File: config.mk
export PLATFORM = sky130hd
export DESIGN_NAME = freq_mult_engine
export DESIGN_NICKNAME = d
export VERILOG_FILES = /design/src/rtl/freq_mult_engine.sv
export SDC_FILE = /design/constraint.sdc
export NUM_CORES = 1
export LEC_CHECK = 0
export BUFFER_PORTS_ARGS = -buffer_cell sky130_fd_sc_hd__buf_2
export CORE_MARGIN = 5
export CORE_UTILIZATION = 56
export DETAILED_ROUTE_END_ITERATION = 8
export PLACE_DENSITY = 0.82
export SLEW_MARGIN = 0
export SYNTH_ARGS = -nofsm -noshare
export SYNTH_HDL_FRONTEND = slang
export SYNTH_SLANG_ARGS = --single-unit
File: constraint.sdc
create_clock -name clk -period 2.9 [get_ports clk]
set_input_delay 0.29 -clock clk [delete_from_list [all_inputs] [get_ports clk]]
set_output_delay 0.29 -clock clk [all_outputs]
set_load 0.01 [all_outputs]
File: src/rtl/freq_mult_engine.sv
// Measures the ref_in period P in clk cycles, divides by multiplier M and emits one out_tick every K=P/M cycles.
// Build option FREQ_MULT_TRACK_EN: background re-measurement during COUNT, new K applied at the next reload.
module freq_mult_engine #(
  parameter int unsigned CNT_W  = 16,
  parameter int unsigned MULT_W = 4
) (
  input  logic              clk,
  input  logic              rst_n,
  input  logic              adjust,
  input  logic              ref_in,
  input  logic [MULT_W-1:0] mult,
  output logic              out_tick,
  output logic              out_clk,
  output logic [CNT_W-1:0]  k_out,
  output logic              valid,
  output logic              busy,
  output logic              err
);
  localparam int unsigned DCNT_W = $clog2(CNT_W + 1);
  localparam logic [CNT_W-1:0] CNT_MAX = '1;

  typedef enum logic [2:0] {IDLE, START, MEASURE, CALC, LOAD, COUNT} state_t;
  state_t state;

  logic              ref_s1, ref_s2, ref_d;
  logic              armed;
  logic [CNT_W-1:0]  pcnt, rcnt, rem, quo, dvs;
  logic [DCNT_W-1:0] dcnt;

  logic              ref_rise, q_bit, div_last;
  logic [CNT_W:0]    rem_sh, diff;
  logic [CNT_W-1:0]  rem_nx, quo_nx, k_new, m_ext, reload_k;

`ifdef FREQ_MULT_TRACK_EN
  logic              bg_div, pend;
  logic [CNT_W-1:0]  k_pend;
`endif

  // Restoring divider step: quo holds remaining dividend bits and collects quotient bits.
  always_comb begin
    ref_rise = ref_s2 & ~ref_d;
    m_ext    = (mult == '0) ? CNT_W'(1) : CNT_W'(mult);
    rem_sh   = {rem, quo[CNT_W-1]};
    diff     = rem_sh - {1'b0, dvs};
    q_bit    = ~diff[CNT_W];
    rem_nx   = q_bit ? diff[CNT_W-1:0] : rem_sh[CNT_W-1:0];
    quo_nx   = {quo[CNT_W-2:0], q_bit};
    k_new    = (quo_nx == '0) ? CNT_W'(1) : quo_nx;
    div_last = (dcnt == DCNT_W'(CNT_W - 1));
`ifdef FREQ_MULT_TRACK_EN
    reload_k = pend ? k_pend : k_out;
`else
    reload_k = k_out;
`endif
  end

  // ref_in synchroniser and edge flop
  always_ff @(posedge clk or negedge rst_n) begin
    if (!rst_n) begin
      ref_s1 <= 1'b0;
      ref_s2 <= 1'b0;
      ref_d  <= 1'b0;
    end else begin
      ref_s1 <= ref_in;
      ref_s2 <= ref_s1;
      ref_d  <= ref_s2;
    end
  end

  always_ff @(posedge clk or negedge rst_n) begin
    if (!rst_n) begin
      state    <= IDLE;
      armed    <= 1'b0;
      pcnt     <= '0;
      rcnt     <= '0;
      rem      <= '0;
      quo      <= '0;
      dvs      <= '0;
      dcnt     <= '0;
      k_out    <= '0;
      out_tick <= 1'b0;
      out_clk  <= 1'b0;
      valid    <= 1'b0;
      busy     <= 1'b0;
      err      <= 1'b0;
`ifdef FREQ_MULT_TRACK_EN
      bg_div   <= 1'b0;
      pend     <= 1'b0;
      k_pend   <= '0;
`endif
    end else if (adjust) begin
      state    <= START;
      armed    <= 1'b0;
      pcnt     <= '0;
      out_tick <= 1'b0;
      out_clk  <= 1'b0;
      valid    <= 1'b0;
      busy     <= 1'b0;
      err      <= 1'b0;
`ifdef FREQ_MULT_TRACK_EN
      bg_div   <= 1'b0;
      pend     <= 1'b0;
`endif
    end else begin
      out_tick <= 1'b0;
      case (state)
        IDLE: ;
        START: begin
          state <= MEASURE;
          busy  <= 1'b1;
          armed <= 1'b0;
          pcnt  <= '0;
        end
        // Saturation wins over a coincident edge: P would not fit in CNT_W bits.
        MEASURE: begin
          if (pcnt == CNT_MAX) begin
            err   <= 1'b1;
            busy  <= 1'b0;
            state <= IDLE;
          end else if (ref_rise && !armed) begin
            armed <= 1'b1;
            pcnt  <= '0;
          end else if (ref_rise) begin
            quo   <= pcnt + CNT_W'(1);
            rem   <= '0;
            dvs   <= m_ext;
            dcnt  <= '0;
            armed <= 1'b0;
            pcnt  <= '0;
            state <= CALC;
          end else begin
            pcnt <= pcnt + CNT_W'(1);
          end
        end
        CALC: begin
          rem  <= rem_nx;
          quo  <= quo_nx;
          dcnt <= dcnt + DCNT_W'(1);
          if (div_last) begin
            k_out    <= k_new;
            rcnt     <= k_new - CNT_W'(1);
            out_tick <= 1'b1;
            out_clk  <= ~out_clk;
            valid    <= 1'b1;
            busy     <= 1'b0;
            state    <= LOAD;
          end
        end
        // rcnt counts down to the cycle before the next tick so spacing is exactly K.
        LOAD, COUNT: begin
          state <= COUNT;
          if (rcnt == '0) begin
            out_tick <= 1'b1;
            out_clk  <= ~out_clk;
            k_out    <= reload_k;
            rcnt     <= reload_k - CNT_W'(1);
`ifdef FREQ_MULT_TRACK_EN
            pend     <= 1'b0;
`endif
          end else begin
            rcnt <= rcnt - CNT_W'(1);
          end
`ifdef FREQ_MULT_TRACK_EN
          // Background period measurement; divider registers are free while counting.
          if (state == COUNT) begin
            if (pcnt == CNT_MAX) begin
              err   <= 1'b1;
              armed <= 1'b0;
              pcnt  <= '0;
            end else if (ref_rise) begin
              armed <= 1'b1;
              pcnt  <= '0;
              if (armed && !bg_div) begin
                quo    <= pcnt + CNT_W'(1);
                rem    <= '0;
                dvs    <= m_ext;
                dcnt   <= '0;
                bg_div <= 1'b1;
              end
            end else begin
              pcnt <= pcnt + CNT_W'(1);
            end
            if (bg_div) begin
              rem  <= rem_nx;
              quo  <= quo_nx;
              dcnt <= dcnt + DCNT_W'(1);
              if (div_last) begin
                bg_div <= 1'b0;
                k_pend <= k_new;
                pend   <= 1'b1;
              end
            end
          end
`endif
        end
        default: state <= IDLE;
      endcase
    end
  end
endmodule

==> results of run 1 <==
-- path summary, 6_finish.rpt --
check                      slack (ps)  endpoint  startpoint
min reg2reg                       370    ref_s2      ref_s1
max in group asynchronous        1670  k_out[1]       rst_n
max                               -20  rcnt[12]      rem[2]
max reg2reg                       -20  rcnt[12]      rem[2]
min in group asynchronous         460    rem[0]       rst_n
min                               120    dvs[2]     mult[2]
-- cells in the mapped netlist, types with 3 or more instances --
cell      instances
and2_1            5
nor2b_1           9
buf_2             7
mux2_2            3
nand3_1          15
inv_1            16
o21ai_1           3
dfrtp_1         101
a21o_1            3
nor4_1           10
o21a_1            4
ha_1              8
a31oi_1           5
xnor2_1          22
o21ai_0          82
a22o_1            4
nand2_1         133
xor2_1           12
o22a_1            3
and3_1            4
nand3b_1          3
nand4_1           9
or3_1             7
nand2b_1         10
nor3_1           18
clkbuf_1         26
o211ai_1          5
a211oi_1          6
mux2i_1           7
a21oi_1          32
nor2_1           65
-- power breakdown --
group | total [mW] | internal (mW) | switching, mW
logic | 1.28 | 0.606 | 0.673
clock network | 0.985 | 0.424 | 0.561
registers | 1.85 | 1.60 | 0.245
total | 4.11 | 2.63 | 1.48
-- worst max-delay path, cell delays in order (launching register included) --
cell and delay, ps:
dfrtp_1 400, ha_2 190, or4_4 440, nand3b_1 210
o31a_1 360, o21ai_2 190, nand2_2 80, ha_4 170
o311ai_4 70, a21oi_2 80, and2_4 160, a221o_1 300
a31oi_1 180
-- final cells by class --
class / instances / share of cell area
clock buffers: 9 / 0.0192
multi-input cells: 522 / 0.466
flip-flops and latches: 101 / 0.393
clock inverters: 7 / 0.0142
inverters: 17 / 0.00991
well taps: 133 / 0.0259
repair buffers: 70 / 0.0719
-- metal layers --
metal / wire (microns) / vias to the layer above / share of wire
met4: 285 / 0 / 0.020
met5: 0 / - / 0
met2: 6710 / 152 / 0.48
met3: 849 / 26 / 0.061
li1: - / 2447 / -
met1: 6120 / 2444 / 0.44
-- sequential cells by signal, summed over array words and instances, names as in the netlist --
register	cells
armed	1
out_clk	1
state	3
dvs	4
pcnt	16
rem	16
k_out	16
quo	16
ref_s2	1
valid	1
out_tick	1
ref_s1	1
rcnt	16
err	1
busy	1
dcnt	5
ref_d	1
-- logic make-up (layout without fill, tap and decap cells) --
| kind of cell | count (synthesis) | count (layout) | share of synthesized area |
|---|---|---|---|
| DFF | 101 | 101 | 0.448 |
| buffers and inverters | 52 | 103 | 0.0362 |
| xor gates and xnor gates | 34 | 34 | 0.0528 |
| adders and majority gates | 9 | 9 | 0.0213 |
| muxes | 10 | 10 | 0.0184 |
| AOI/OAI and AO/OA | 170 | 170 | 0.181 |
| and+or+nand+nor | 299 | 299 | 0.242 |
-- timing repair --
action	in CTS	in global routing
pin swaps	0	5
setup endpoints to repair	2	11
resized for setup	2	10
endpoints found under the hold margin	51	0
hold buffers	2	0
buffers inserted	1	3
-- per-stage QoR --
step	setup TNS (ps)	instances	area, sq um
3_5_place_dp	-13.0	837	6120
6_report	-22.0	859	6440
3_3_place_gp	0	837	6120
4_1_cts	-6.43	856	6370
5_1_grt	-297	859	6440
2_1_floorplan	0	675	5670
==> results by group, run 1 <==
Routing
  • WL/cell: 16.3 microns
  • TritonRoute pass-1 iters: 5
  • Vias per cell: a little under 6
  • DRC: 0
  • Vias: 5069
  • Final wirelength: 14000 microns
  • Routed Antenna Nets: 0
  • Iter 0 DRT Violations: 309

Clock network
  • CTS tree: built
  • # clock sinks: 101
  • Number of H-tree levels: 3
  • CTS Buf Count: 9
  • CTS root buf: clkbuf_8
  • CTS Buffer Depth: 2
  • CTS clock-pin slew for the worst setup and hold paths: 110 ps
  • Clk_lat worst skew: 400 ps

Logic synthesis
  • Synthesized instance count: 675
  • Synth Area per Inst: 8.35 sq um
  • Synth area leader: dfrtp_1
  • Ys flop type: dfrtp_1
  • Register area share after synthesis: 0.448
  • Syn. warnings: 0
  • Post-synth top area share: 0.448
  • Post-synth ARST share: 1.00
  • EDFF count, synth: 0
  • Synth top area cells: dfrtp_1, nand2_1, o21ai_0
  • Synthesized flop and latch total: 101
  • Cell Area, Synth: about 5600 sq um
  • Post-synth cell types: 63
  • Post-Syn Nets: 692

STA
  • Max Slew Vio Count: 0
  • Setup Viol. Count Final: 1
  • Final min period: 2920 ps
  • Final Skew: 13.2 ps
  • Fin worst setup slack: -22.0 ps
  • RSZ-0062 raised after global routing: true
  • F_max: roughly 340 MHz
  • Fin. Hold Viols: 0
  • Worst-margin pin slew: 698 ps
  • Worst hold slack: 116 ps
  • Relative slew slack: 0.535
  • Final worst path period share: 1.01

Placement
  • Final GP Congestion: 0.883
  • PortBufs: 28
  • Detailed placer's ending HPWL: 9930 microns
  • Worst slack at placement: -13.0 ps

Power
  • Total Power: just over 4 mW
  • Peak VDD IR: 378 uV
  • Leakage: between 2 and 3 nW
  • P per Cell Area: ~640 nW/um^2

Critical path
  • Crit-path max FO: 4
  • Crit end category: flip-flop
  • Crit path arrival time: ~3200 ps
  • Critical path type: reg -> reg
  • Reg2Reg Depth: 12
  • Worst Setup Start Kind: flip-flop
  • WP data required: 3220 ps

Cells and area
  • Most frequent cells in the layout: nand2_1, dfrtp_1, o21ai_0
  • Area of the multi-input gates: about 3000 sq um
  • Layout area overhead: 14.2%
  • Fillers: a little over 800
  • Commonest non-fill, non-tap cell in the layout: nand2_1
  • Area occupied by registers: around 2500 sq um
  • Total Nets Final: 738
  • Number of diodes: 0
  • Final core utilization: 0.658
  • Layout cell share with drive strength beyond 1: 0.147

Global route
  • Vias in the first global route: 5017
  • GR Layer Usage met3: 0.0577
  • Met1 Use GR: 0.344
  • Total grt overflow: 0
  • Most used routing layer: met2
  • Largest net degree at the start of global routing: 54
  • Global-route usage over all layers: 0.255
  • First-pass GRT wire length: around 24000 microns
  • Initial antenna violation count: 0
  • Met2 Usage GRT: 0.405

Floorplanning
  • Die Span X: about 110 microns
  • Rows: 36
  • Initial Util: 0.577
  • Ports: 29
  • Die H: 110 microns
  • Die ar.: 12200 sq um
  • Core area: just under 10000 sq um

Min path
  • Worst hold path class: in -> reg
  • Hold path depth: 3

Flow run
  • Max Cap Viol: 0

Run status
  • Outcome: complete, but fails checks
  • Failing checks: negative setup slack
Power figures use the tool's default switching activity.
==> run 2: changes to the inputs <==
MAX_ROUTING_LAYER = met4   (was default)
==> run 2 against run 1 <==
- the flow still finishes with violations (negative setup slack)
- setup slack improved by 4.8 ps
- critical path depth did not move
- sequential cell count did not move
- first-iteration DRC count fell by 18%
- maximum frequency rose by 0.16%
- utilization fell by 0.49 points
- sequential share of layout area rose by 0.29 points
- total power fell by 4.4%
- clock power fell by 16%
- sequential power barely moved
- largest power group unchanged
==> results by group, run 2 (synthesis gave the netlist of run 1 again) <==
Floorplanning
  • Initial Util: 0.577 (unchanged)
  • Rows: 36 (unchanged)
  • Die H: 110 microns (unchanged)
  • Die ar.: 12200 sq um (unchanged)
  • Ports: 29 (unchanged)
  • Core area: 9770 sq um (unchanged)
  • Die Span X: 110 microns (unchanged)

Placement
  • Detailed placer's ending HPWL: 10000 microns (+1.2%)
  • Area post-placement: 6120 sq um (unchanged)
  • Worst slack at placement: -30.9 ps (-17.9 ps)
  • Final GP Congestion: 0.925 (+4.8%)
  • PortBufs: 28 (unchanged)

Global route
  • Initial antenna violation count: 0 (unchanged)
  • Vias in the first global route: 4852 (-3.3%)
  • Global-route usage over all layers: 0.253 (-0.00230)
  • Largest net degree at the start of global routing: 67 (+24%)
  • First-pass GRT wire length: 23600 microns (-2.2%)
  • Total grt overflow: 0 (unchanged)

Clock network
  • CTS Buffer Depth: 2 (unchanged)
  • Number of H-tree levels: 3 (unchanged)
  • # clock sinks: 101 (unchanged)
  • Hold_buf cts: 0 (-2)
  • CTS tree: built
  • CTS root buf: clkbuf_8
  • Clk_lat worst skew: 370 ps (-30 ps)
  • CTS Buf Count: 9 (unchanged)
  • CTS clock-pin slew for the worst setup and hold paths: 100 ps (about the same)

Critical path
  • Critical path type: reg -> reg
  • Crit path arrival time: 3220 ps (-20 ps)
  • WP data required: 3200 ps (-20 ps)
  • Crit-path max FO: 3 (-1)
  • Worst Setup Start Kind: flip-flop
  • Crit end category: flip-flop

Power
  • Leakage: 2.89 nW (-1.6%)
  • Switching power total: 1.42 mW (-3.7%)
  • P_int: 2.51 mW (-4.7%)
  • Peak VDD IR: 352 uV (-6.8%)
  • Switching share of power: 0.362 (+0.00230)
  • P per Cell Area: 616 nW/um^2 (-3.6%)
  • Sequential share of power: 0.467 (+0.018)
  • Clk network pwr share: 0.210 (-0.030)
  • Combinational power share: 0.323 (+0.012)

Routing
  • DRC: 0 (unchanged)
  • Iter 0 DRT Violations: 252 (-18%)
  • WL/cell: 16.3 microns (about the same)
  • TritonRoute pass-1 iters: 5 (unchanged)
  • Vias per cell: 5.86 (-0.62%)
  • Vias: 5020 (-0.97%)
  • Final wirelength: 13900 microns (-0.38%)
  • Routed Antenna Nets: 0 (unchanged)

STA
  • Final min period: 2920 ps (-4.77 ps)
  • Fin worst setup slack: -17.2 ps (+4.77 ps)
  • Final worst path period share: 1.01 (-0.00164)
  • RSZ-0062 raised after global routing: true
  • Max Slew Vio Count: 0 (unchanged)
  • Relative slew slack: 0.442 (-0.0925)
  • F_max: 343 MHz (+0.16%)
  • Final Skew: 6.48 ps (-6.69 ps)
  • Fin. Hold Viols: 0 (unchanged)
  • Worst-margin pin slew: 836 ps (+139 ps)
  • Setup Viol. Count Final: 1 (unchanged)

Run status
  • Outcome: complete, but fails checks
  • Failing checks: negative setup slack

Cells and area
  • Final non-filler cell area: 6390 sq um (-0.74%)
  • Number of diodes: 0 (unchanged)
  • Commonest non-fill, non-tap cell in the layout: nand2_1
  • Most frequent cells in the layout: nand2_1, dfrtp_1, o21ai_0
  • Layout area overhead: 13.4%
  • Total Nets Final: 735 (-0.41%)
  • Fillers: 838 (+2.7%)
  • Layout cell share with drive strength beyond 1: 0.151 (+0.00338)

Min path
  • Worst hold path class: in -> async

Flow run
  • Max Cap Viol: 0 (unchanged)
==> run 2: path summary, 6_finish.rpt <==
| check | endpoint | slack, ps | cells after the start | startpoint |
|---|---|---|---|---|
| setup / recovery | rcnt[12] | -20 | 12 | rem[2] |
| hold / removal | ref_s2 | 10 | 1 | rst_n |
| setup reg to reg | rcnt[12] | -20 | 12 | rem[2] |
| hold reg to reg | ref_s2 | 360 | 0 | ref_s1 |
| max in group asynchronous | rem[15] | 2100 | 2 | rst_n |
| min in group clk | ref_s1 | 20 | 1 | ref_in |
==> run 2: power groups by stage <==
stage	sequential [mW]	clock [mW]	combinational, mW
floorplan	1.80	0	0.853
global placement	1.84	0	1.15
detailed placement	1.85	0	1.20
CTS	1.83	0.835	1.22
global route	1.87	0.892	1.41
finish	1.84	0.826	1.27
==> run 2: through the flow <==
step / power, mW / cells / utilization / setup TNS (ps) / hold slack [ps]
after CTS: 3.88 / 854 / 0.645 / 0 / 9.47
after global routing: 4.17 / 856 / 0.654 / -565 / 14.5
after floorplan: 2.65 / 675 / - / 0 / -5.59
final: 3.93 / 856 / 0.654 / -17.2 / 14.9
after global placement: 2.99 / 837 / 0.626 / 0 / 342
after detailed placement: 3.05 / 837 / 0.626 / -30.9 / 341
==> run 2: critical path: stages (launching register included) <==
cell	delay, ps
dfrtp_1	400
ha_2	200
or4_4	420
nand3b_1	240
o31a_1	320
o21ai_2	170
nand2_1	80
ha_2	190
o311ai_4	80
a21oi_2	90
and2_4	180
a221o_1	310
a31oi_1	160
==> run 2: what timing repair did <==
| item | CTS | global route |
|---|---|---|
| resized for setup | 2 | 17 |
| setup buffers | 1 | 2 |
| endpoints found under the setup margin | 2 | 16 |
| pin swaps | 1 | 4 |
==> run 2: cell type report <==
cell class	count	area (sq um)	share of cell area
clock inverters	5	37.5	0.00588
clock buffers	11	131	0.0206
multi-input cells	522	3020	0.473
well taps	133	166	0.0260
repair buffers	67	439	0.0687
inverters	17	63.8	0.00999
flip-flops and latches	101	2530	0.396
==> run 2: per-layer routing <==
metal,wire [microns],track usage,vias up
li1,-,-,2428
met1,6360,0.347,2414
met2,6520,0.387,158
met3,818,0.0414,20
met4,214,0.0809,0
met5,0,-,-
